===== config.mk =====
export PLATFORM = sky130hd
export DESIGN_NAME = fifo_sync_prog
export DESIGN_NICKNAME = d
export VERILOG_FILES = /design/src/rtl/fifo_sync_pkg.sv /design/src/rtl/fifo_ram_sdp.sv /design/src/rtl/fifo_sync_prog.sv
export SDC_FILE = /design/constraint.sdc
export NUM_CORES = 1
export LEC_CHECK = 0
export CAP_MARGIN = 30
export CORE_MARGIN = 5
export CORE_UTILIZATION = 28
export DETAILED_ROUTE_END_ITERATION = 16
export PLACE_DENSITY_LB_ADDON = 0.15
export SETUP_SLACK_MARGIN = 0.2
export SLEW_MARGIN = 20
export SYNTH_ARGS = -nofsm -noshare
export SYNTH_HDL_FRONTEND = slang
export SYNTH_SLANG_ARGS = --single-unit

===== constraint.sdc =====
create_clock -name clk -period 3.45 [get_ports clk]
set_clock_uncertainty 0.05 [all_clocks]
set_input_delay 0.345 -clock clk [delete_from_list [all_inputs] [get_ports clk]]
set_output_delay 0.345 -clock clk [all_outputs]
set_load 0.005 [all_outputs]

===== src/rtl/fifo_sync_pkg.sv =====
// Shared types and helpers for the programmable synchronous FIFO.
package fifo_sync_pkg;

  localparam int unsigned FIFO_MAX_DEPTH = 1024;

  typedef enum logic {
    FIFO_MODE_REG  = 1'b0,
    FIFO_MODE_FWFT = 1'b1
  } fifo_mode_e;

  function automatic int unsigned cnt_width(input int unsigned depth);
    return $clog2(depth + 1);
  endfunction

endpackage


===== src/rtl/fifo_ram_sdp.sv =====
// Simple dual-port storage array: one write port, one read port that is either
// combinational (REG_OUT=0) or registered on re_i (REG_OUT=1, cleared by rst_i).
module fifo_ram_sdp #(
  parameter int unsigned WIDTH   = 32,
  parameter int unsigned DEPTH   = 16,
  parameter bit          REG_OUT = 1'b0
) (
  input  logic                     clk_i,
  input  logic                     rst_i,
  input  logic                     we_i,
  input  logic [$clog2(DEPTH)-1:0] waddr_i,
  input  logic [WIDTH-1:0]         wdata_i,
  input  logic                     re_i,
  input  logic [$clog2(DEPTH)-1:0] raddr_i,
  output logic [WIDTH-1:0]         rdata_o
);

  logic [WIDTH-1:0] mem_q [DEPTH];

  always_ff @(posedge clk_i) begin
    if (we_i) begin
      mem_q[waddr_i] <= wdata_i;
    end
  end

  generate
    if (REG_OUT) begin : g_reg
      logic [WIDTH-1:0] rdata_q;

      always_ff @(posedge clk_i) begin
        if (rst_i) begin
          rdata_q <= '0;
        end else if (re_i) begin
          rdata_q <= mem_q[raddr_i];
        end
      end

      assign rdata_o = rdata_q;
    end else begin : g_comb
      logic unused_rd_ctl;

      assign unused_rd_ctl = rst_i ^ re_i;
      assign rdata_o       = mem_q[raddr_i];
    end
  endgenerate

endmodule


===== src/rtl/fifo_sync_prog.sv =====
// Synchronous FIFO, any depth 2..1024, programmable almost flags, FWFT or registered read.
// Define FIFO_SYNC_PROG_ERR_EN to build the sticky overflow/underflow registers.
module fifo_sync_prog
  import fifo_sync_pkg::*;
#(
  parameter int unsigned WIDTH    = 32,
  parameter int unsigned DEPTH    = 16,
  parameter int unsigned AF_LEVEL = DEPTH - 2,
  parameter int unsigned AE_LEVEL = 2,
  parameter int unsigned FWFT     = 1
) (
  input  logic                        clk,
  input  logic                        rest,
  input  logic                        flush,
  input  logic                        write,
  input  logic [WIDTH-1:0]            write_data,
  input  logic                        read,
  output logic [WIDTH-1:0]            read_data,
  output logic                        full,
  output logic                        empty,
  output logic                        almost_full,
  output logic                        almost_empty,
  output logic [cnt_width(DEPTH)-1:0] count,
  output logic                        overflow,
  output logic                        underflow
);

  localparam int unsigned CW      = cnt_width(DEPTH);
  localparam int unsigned AW      = $clog2(DEPTH);
  localparam fifo_mode_e  MODE    = (FWFT != 0) ? FIFO_MODE_FWFT : FIFO_MODE_REG;
  localparam logic [CW-1:0] DEPTH_C = CW'(DEPTH);
  localparam logic [CW-1:0] AF_C    = CW'(AF_LEVEL);
  localparam logic [CW-1:0] AE_C    = CW'(AE_LEVEL);
  localparam logic [AW-1:0] LAST_C  = AW'(DEPTH - 1);

  generate
    if (DEPTH < 2 || DEPTH > FIFO_MAX_DEPTH) begin : g_bad_depth
      $error("fifo_sync_prog: DEPTH=%0d outside 2..%0d", DEPTH, FIFO_MAX_DEPTH);
    end
    if (!(AE_LEVEL < AF_LEVEL && AF_LEVEL <= DEPTH)) begin : g_bad_levels
      $error("fifo_sync_prog: need AE_LEVEL(%0d) < AF_LEVEL(%0d) <= DEPTH(%0d)",
             AE_LEVEL, AF_LEVEL, DEPTH);
    end
    if (WIDTH < 1 || WIDTH > 256) begin : g_bad_width
      $error("fifo_sync_prog: WIDTH=%0d outside 1..256", WIDTH);
    end
  endgenerate

  logic [AW-1:0] wr_ptr_q, wr_ptr_d;
  logic [AW-1:0] rd_ptr_q, rd_ptr_d;
  logic [CW-1:0] count_q,  count_d;
  logic          full_q, empty_q, af_q, ae_q;
  logic          wr_acc, rd_acc;
  logic          ram_we, ram_re;

  // Explicit wrap compare keeps non-power-of-two depths correct.
  function automatic logic [AW-1:0] ptr_inc(input logic [AW-1:0] p);
    return (p == LAST_C) ? '0 : p + 1'b1;
  endfunction

  always_comb begin
    wr_acc   = write && (!full_q || read);
    rd_acc   = read && !empty_q;
    wr_ptr_d = wr_ptr_q;
    rd_ptr_d = rd_ptr_q;
    count_d  = count_q;
    if (flush) begin
      wr_ptr_d = '0;
      rd_ptr_d = '0;
      count_d  = '0;
    end else begin
      if (wr_acc) wr_ptr_d = ptr_inc(wr_ptr_q);
      if (rd_acc) rd_ptr_d = ptr_inc(rd_ptr_q);
      if (wr_acc && !rd_acc) begin
        count_d = count_q + 1'b1;
      end else if (rd_acc && !wr_acc) begin
        count_d = count_q - 1'b1;
      end
    end
    ram_we = wr_acc && !flush && !rest;
    ram_re = rd_acc && !flush;
  end

  // Flags are computed from the next count so they line up with count itself.
  always_ff @(posedge clk) begin
    if (rest) begin
      wr_ptr_q <= '0;
      rd_ptr_q <= '0;
      count_q  <= '0;
      full_q   <= 1'b0;
      empty_q  <= 1'b1;
      af_q     <= 1'b0;
      ae_q     <= 1'b1;
    end else begin
      wr_ptr_q <= wr_ptr_d;
      rd_ptr_q <= rd_ptr_d;
      count_q  <= count_d;
      full_q   <= (count_d == DEPTH_C);
      empty_q  <= (count_d == '0);
      af_q     <= (count_d >= AF_C);
      ae_q     <= (count_d <= AE_C);
    end
  end

  fifo_ram_sdp #(
    .WIDTH   (WIDTH),
    .DEPTH   (DEPTH),
    .REG_OUT (MODE == FIFO_MODE_REG)
  ) u_ram (
    .clk_i   (clk),
    .rst_i   (rest),
    .we_i    (ram_we),
    .waddr_i (wr_ptr_q),
    .wdata_i (write_data),
    .re_i    (ram_re),
    .raddr_i (rd_ptr_q),
    .rdata_o (read_data)
  );

  assign count        = count_q;
  assign full         = full_q;
  assign empty        = empty_q;
  assign almost_full  = af_q;
  assign almost_empty = ae_q;

`ifdef FIFO_SYNC_PROG_ERR_EN
  logic ovf_q, udf_q, ovf_evt, udf_evt;

  assign ovf_evt = write && full_q && !read;
  // A read on an empty FIFO alongside a write is not a refusal of data.
  assign udf_evt = read && empty_q && !write;

  always_ff @(posedge clk) begin
    if (rest || flush) begin
      ovf_q <= 1'b0;
      udf_q <= 1'b0;
    end else begin
      if (ovf_evt) ovf_q <= 1'b1;
      if (udf_evt) udf_q <= 1'b1;
    end
  end

  always_ff @(posedge clk) begin
    if (!rest && !flush) begin
      assert (!ovf_evt) else $warning("fifo_sync_prog: write refused while full");
      assert (!udf_evt) else $warning("fifo_sync_prog: read refused while empty");
    end
  end

  assign overflow  = ovf_q;
  assign underflow = udf_q;
`else
  assign overflow  = 1'b0;
  assign underflow = 1'b0;
`endif

endmodule


==> flow_metrics.py, run 1 <==
metrics = {
    "worst_setup_path": {
        "cp.required_ns": 3.05,
        "crit_cells": 5,
        "end_kind": "output pin",
        "rr_worst_depth": 6,
        "path_delay_family": "multiplexers",
        "path_max_fanout": 16,
        "cp-start-kind": "flop",
        "worstSetupPathType": "flop to output pin",
        "slowest_delay_ns": 0.56,
        "critPathSlowestCell": "mux4_1",
        "crit_buf_inv": 3,
        "crit_chain": "buf_12 > buf_16 > mux4_1 > mux4_2 > clkdlybuf4s50_1",
        "arrival_ns": 2.83,
    },
    "route": {
        "initialDrtViolationCount": 535,
        "wl_per_cell_um": 25.1,
        "ant_nets": 0,
        "viasPerCell": 4.63,
        "drcViolationCount": 0,
        "drtPass1Iterations": 4,
        "via_count": 9467,
        "routed_wl_mm": 51.3,
    },
    "power": {
        "p_sw_frac": 0.198,
        "p_clk_frac": 0.451,
        "p_comb_frac": 0.024,
        "p_leak_uw": 0.00785,
        "internal_power_uw": 10900,
        "irDropWorstVdd_uv": 355,
        "total_power_uw": 13500,
        "power_switching_uw": 2680,
        "power_density_nw_per_um2": 531,
        "seq_power_share": 0.525,
    },
    "clock_network": {
        "cts-root-buf": "clkbuf_16",
        "clock_path_buffers": 3,
        "cts_hold_buf": 0,
        "clk_latency_ns": 0.60,
        "cts_tree": "yes",
        "cts_made_buffers": 59,
        "cts-htree-levels": 2,
        "clk_pin_slew_worst_paths_ns": 0.06,
        "cts.sinks": 533,
    },
    "yosys": {
        "yosysSeqAreaShare": 0.768,
        "netlist_instances": 850,
        "synth_warnings": 0,
        "synth.avg_cell_area_um2": 24.2,
        "synth-seq-cells": 533,
        "synth-compound-area-share": 0.00895,
        "synthAdderAreaFrac": 0.00426,
        "synth_cell_types": 45,
        "synthMuxAreaShare": 0.184,
        "synth_xor_area_frac": 0.00256,
        "yosys.area_share.simple": 0.0160,
        "netlist_area_um2": 20600,
        "synth_top_family_by_area": "multiplexers",
    },
    "layout": {
        "layout.nets": 1083,
        "area_delta_synth_final_pct": 24.1,
        "drive_gt1_frac": 0.290,
        "diodes": 0,
        "fin_cells": 2043,
    },
    "timing": {
        "fmaxAchievable_mhz": 310,
        "setup_tns_ns": 0,
        "drv_slew": 0,
        "tightest_slew_ns": 0.657,
        "setup_viol": 0,
        "post-route-min-period_ns": 3.22,
        "rsz0062_at_grt": "yes",
        "max_slew_margin": 0.561,
        "hold_viol": 0,
        "min_period_over_period": 0.935,
    },
    "hold_path": {
        "hp-class": "input port to flop",
        "holdPathStages": 2,
    },
    "global_route": {
        "first_global_vias": 10152,
        "track_usage": 0.128,
        "grt_pass1_wl_mm": 73.7,
        "grt_max_degree": 49,
        "antenna_found_initial": 2,
        "grt_overflow": 0,
    },
    "die": {
        "core.rowCount": 99,
        "coreArea_um2": 72800,
        "die_x_um": 281,
        "initial_core_util": 0.282,
        "io_pins": 80,
        "die-area_um2": 78900,
        "dieHeight_um": 281,
    },
    "placement": {
        "place.gp.congestion": 0.676,
        "place_inst": 1902,
        "dp.final_hpwl_mm": 28.0,
        "portBuffers": 77,
    },
    "run_status": {
        "status": "completed",
    },
    "flow_run": {
        "maxCapViolCount": 0,
    },
}
[layout make-up]
type / count / area [um2]
inverter: 7 / 26.3
multi-input combinational: 270 / 4560
timing repair buffer: 168 / 2030
clock buffer: 75 / 1560
tap: 959 / 1200
sequential: 533 / 15800
clock inverter: 31 / 317
fill: 6783 / 47300
[state kept, by name, summed over array words and instances, names as in the netlist, named ones only]
signal	count
rd_ptr_q	4
full	1
almost_full	1
almost_empty	1
count	5
u_ram.mem_q	512
wr_ptr_q	4
empty	1
[layout by cell type, fill, tap and decap left out, types with 2 or more instances in the layout]
| cell type | count |
|---|---|
| edfxtp_1 | 512 |
| mux4_2 | 117 |
| clkbuf_16 | 62 |
| clkdlybuf4s50_1 | 49 |
| buf_4 | 45 |
| mux4_1 | 43 |
| buf_12 | 34 |
| dfxtp_1 | 17 |
| clkinv_1 | 16 |
| nand2_1 | 15 |
| clkbuf_1 | 15 |
| dlygate4sd2_1 | 14 |
| a21oi_1 | 13 |
| nor2_4 | 12 |
| nor2_1 | 10 |
| inv_1 | 7 |
| o21ai_0 | 7 |
| ha_1 | 7 |
| buf_16 | 7 |
| nand2b_1 | 6 |
| clkinv_2 | 6 |
| bufinv_16 | 6 |
| nor3_4 | 4 |
| nand3_1 | 4 |
| clkbuf_2 | 4 |
| clkdlybuf4s15_1 | 4 |
| xor2_1 | 3 |
| xnor2_1 | 3 |
| dfxtp_4 | 3 |
| dlymetal6s2s_1 | 3 |
| a311oi_1 | 2 |
| conb_1 | 2 |
| buf_6 | 2 |
| buf_2 | 2 |
| buf_8 | 2 |
[per-stage QoR]
stage / worst slack (ns) / hold slack, ns / util / instance area (um2)
floorplan: 0.627 / 0.367 / - / 20600
CTS: 0.105 / 0.320 / 0.348 / 25300
detailed placement: 0.506 / 0.458 / 0.318 / 23200
global route: 0.111 / 0.378 / 0.350 / 25500
finish: 0.226 / 0.358 / 0.350 / 25500
global placement: 0.504 / 0.443 / 0.318 / 23200
[cell families after synthesis]
group	Yosys count
flip-flops	533
buffers and inverters	48
other	1
XOR/XNOR	6
adder cells (fa/ha/maj)	7
AND/OR/NAND/NOR	65
AO/OA/AOI/OAI	30
multiplexers	160
[final timing paths]
| path | from | endpoint | slack (ns) |
|---|---|---|---|
| worst max register to register | full | u_ram.mem_q[3][7] | 1.21 |
| worst max-delay path | flop | read_data[4] | 0.23 |
| worst min-delay path | rest | count[3] | 0.36 |
| worst min register to register | rd_ptr_q[3] | flop | 0.46 |
[cells in the mapped netlist (all sizes together)]
cell | number | area, um2
a2111oi | 1 | 8.76
a21o | 1 | 7.51
a21oi | 13 | 65.1
a311oi | 2 | 17.5
a31oi | 1 | 6.26
a32oi | 1 | 8.76
and2 | 1 | 6.26
and4 | 1 | 8.76
and4bb | 1 | 12.5
buf | 24 | 219
clkbuf | 17 | 65.1
conb | 1 | 3.75
dfxtp | 21 | 420
edfxtp | 512 | 15400
ha | 7 | 87.6
inv | 7 | 26.3
mux4 | 160 | 3790
nand2 | 15 | 56.3
nand2b | 6 | 37.5
nand3 | 4 | 20.0
nand4 | 1 | 6.26
nand4b | 1 | 8.76
nor2 | 22 | 82.6
nor2b | 1 | 6.26
nor3 | 5 | 25.0
nor3b | 2 | 26.3
nor4 | 1 | 6.26
o211a | 1 | 10.0
o21ai | 7 | 35.0
o21bai | 1 | 7.51
o221a | 1 | 11.3
o22ai | 1 | 6.26
or2 | 2 | 12.5
or3 | 1 | 6.26
or4 | 1 | 7.51
xnor2 | 3 | 26.3
xor2 | 3 | 26.3
[worst reg2reg max path: cells and delay by family (launching register included)]
kind | cells | cell delay [ns]
DFF | 1 | 0.35
and+or+nand+nor | 5 | 1.12
buffers and inverters | 1 | 0.37
[routing by layer]
layer	up-vias	track usage	part of all wire
met1	5180	0.181	0.46
li1	4070	-	-
met3	64	0.0248	0.037
met4	4	0.0246	0.014
met2	149	0.210	0.49
met5	-	0	0.00053
[power by group through the flow]
stage	clock (uW)	sequential [uW]	combinational [uW]
2_1_floorplan	0	7250	114
3_3_place_gp	0	7250	308
3_5_place_dp	0	7250	312
4_1_cts	6310	7110	327
5_1_grt	6590	7110	356
6_report	6110	7120	324
[repair_timing]
item	CTS	global route
buffers inserted	15	14
cloned	4	2
hold endpoints to repair	0	0
gates resized for setup	49	26
setup endpoints to repair	32	24
Note: power is estimated with default switching activity, not from simulation.
==> run 2: changes to the inputs <==
- CORE_ASPECT_RATIO: default -> 0.5
==> run 2 against run 1 <==
Against the previous run:
- register-to-register slack worse by 0.03 ns
- largest power group unchanged
- combinational power hardly changed
- utilization is 0.31 points lower
- die area is 0.42% higher
- clock power is 11% lower
- non-clock buffer count stayed put
- critical path type unchanged
- flip-flop and latch count stayed put
- sequential power hardly changed
- routed wire length is 0.27% lower
- via count is 1.2% higher
- power is 4.8% lower
- first-iteration DRC count is 39% higher
==> flow_metrics.py, run 2 (synthesized netlist as in run 1, its figures left out) <==
metrics = {
    "layout": {
        "largest_reg_flops": 512,
        "mostFrequentLayoutCell": "edfxtp_1",
        "layout.nets": 1077,
        "final_util": 0.347,
        "fin_cells": 2043,
        "area_delta_synth_final_pct": 23.1,
        "regMostFlops": "u_ram.mem_q",
        "multiInputGateArea_um2": 4570,
        "diodes": 0,
        "fillers": 6756,
        "final_cell_mix": "512 x edfxtp_1, 114 x mux4_2, 56 x clkbuf_16, 51 x clkdlybuf4s50_1, 49 x buf_4",
        "ff_latch_area_um2": 15800,
        "drive_gt1_frac": 0.279,
    },
    "power": {
        "p_sw_frac": 0.200,
        "p_comb_frac": 0.025,
        "power_switching_uw": 2580,
        "seq_power_share": 0.552,
        "p_clk_frac": 0.423,
        "p_leak_uw": 0.00779,
        "irDropWorstVdd_uv": 336,
        "power_density_nw_per_um2": 510,
        "internal_power_uw": 10300,
    },
    "worst_setup_path": {
        "cp-start-kind": "flop",
        "arrival_ns": 2.88,
        "cp.required_ns": 3.05,
        "reg2reg_slack_ns": 1.18,
        "path_max_fanout": 11,
        "rr_worst_depth": 6,
        "end_kind": "output pin",
        "worstSetupPathType": "flop to output pin",
    },
    "clock_network": {
        "cts_tree": "yes",
        "clk_latency_ns": 0.58,
        "cts-htree-levels": 2,
        "clk_pin_slew_worst_paths_ns": 0.07,
        "clock_path_buffers": 3,
        "cts_made_buffers": 53,
        "cts.sinks": 533,
        "cts-root-buf": "clkbuf_16",
    },
    "timing": {
        "post-route-min-period_ns": 3.28,
        "hold_viol": 0,
        "holdWs_ns": 0.389,
        "fmaxAchievable_mhz": 305,
        "rsz0062_at_grt": "yes",
        "max_slew_margin": 0.573,
        "min_period_over_period": 0.949,
        "tightest_slew_ns": 0.640,
        "setup_tns_ns": 0,
        "setup_viol": 0,
        "drv_slew": 0,
    },
    "die": {
        "initial_core_util": 0.282,
        "die_x_um": 393,
        "core.rowCount": 70,
        "io_pins": 80,
        "dieHeight_um": 202,
        "coreArea_um2": 72900,
        "die-area_um2": 79300,
    },
    "hold_path": {
        "holdPathStages": 2,
        "hp-class": "input port to flop",
    },
    "run_status": {
        "status": "completed",
    },
    "global_route": {
        "first_global_vias": 10183,
        "grt_max_degree": 34,
        "antenna_found_initial": 0,
        "grt_overflow": 0,
        "track_usage": 0.127,
        "grt_pass1_wl_mm": 72.8,
    },
    "route": {
        "drcViolationCount": 0,
        "viasPerCell": 4.69,
        "routed_wl_mm": 51.1,
        "via_count": 9579,
        "wl_per_cell_um": 25.0,
        "ant_nets": 0,
        "initialDrtViolationCount": 743,
        "drtPass1Iterations": 5,
    },
    "placement": {
        "portBuffers": 77,
        "place.gp.congestion": 0.689,
        "place_inst": 1898,
        "dp.final_hpwl_mm": 27.0,
    },
    "flow_run": {
        "maxCapViolCount": 0,
    },
}
[run 2: cell count changes in the layout (fill, tap and decap cells not counted), sizes merged]
| cell | delta |
|---|---|
| clkinv | +2 |
| bufbuf | +1 |
| clkinvlp | +2 |
| dlymetal6s2s | +7 |
| inv | -1 |
| clkbuf | -15 |
| dlygate4sd2 | -4 |
| clkdlybuf4s50 | +2 |
| bufinv | -3 |
| buf | -4 |
[run 2: stage by stage]
stage | setup WS, ns | total power (uW) | area [um2]
CTS | 0.0491 | 13100 | 25000
finish | 0.174 | 12900 | 25300
detailed placement | 0.440 | 7560 | 23000
global placement | 0.514 | 7540 | 23000
global route | 0.0880 | 13400 | 25300
floorplan | 0.627 | 7370 | 20600
[run 2: what timing repair did]
action	CTS	global route
hold buffers	0	0
pin swaps	0	0
buffers inserted	21	23
gates resized for setup	29	21
gates cloned	6	2
setup endpoints to repair	32	22
hold endpoints to repair	0	0
[run 2: worst max-delay path, stage by stage (launching register included)]
cell,delay (ns)
dfxtp_4,0.37
buf_12,0.15
buf_16,0.18
mux4_1,0.59
mux4_2,0.52
clkdlybuf4s50_1,0.47
[run 2: final cells by class]
class / instances / share of cell area
sequential: 533 / 0.625
multi-input combinational: 270 / 0.181
timing repair buffer: 168 / 0.0816
clock buffer: 62 / 0.0546
tap: 972 / 0.0481
clock inverter: 31 / 0.00890
inverter: 7 / 0.00104
[run 2: path summary, 6_finish.rpt]
| path | from | end |
|---|---|---|
| max | flop | read_data[29] |
| max reg2reg | full | u_ram.mem_q[12][20] |
| min | rest | count[3] |
| min reg2reg | rd_ptr_q[1] | flop |
[run 2: power groups by stage]
stage,clock (uW),combinational [uW],sequential [uW]
after floorplan,0,114,7250
after global placement,0,294,7250
after detailed placement,0,304,7250
after CTS,5640,321,7110
after global routing,5900,354,7110
final,5450,327,7110
[run 2: layer usage]
layer,up-vias,share of wire,GRT usage
li1,4057,-,-
met1,5275,0.47,0.181
met2,174,0.48,0.205
met3,73,0.038,0.0209
met4,0,0.017,0.0296
met5,-,0,0
==> run 3: changes to the inputs <==
- SLEW_MARGIN: 20 -> default
==> results of run 3 <==
No change in the layout: final DEF, timing and power equal those of run 2.
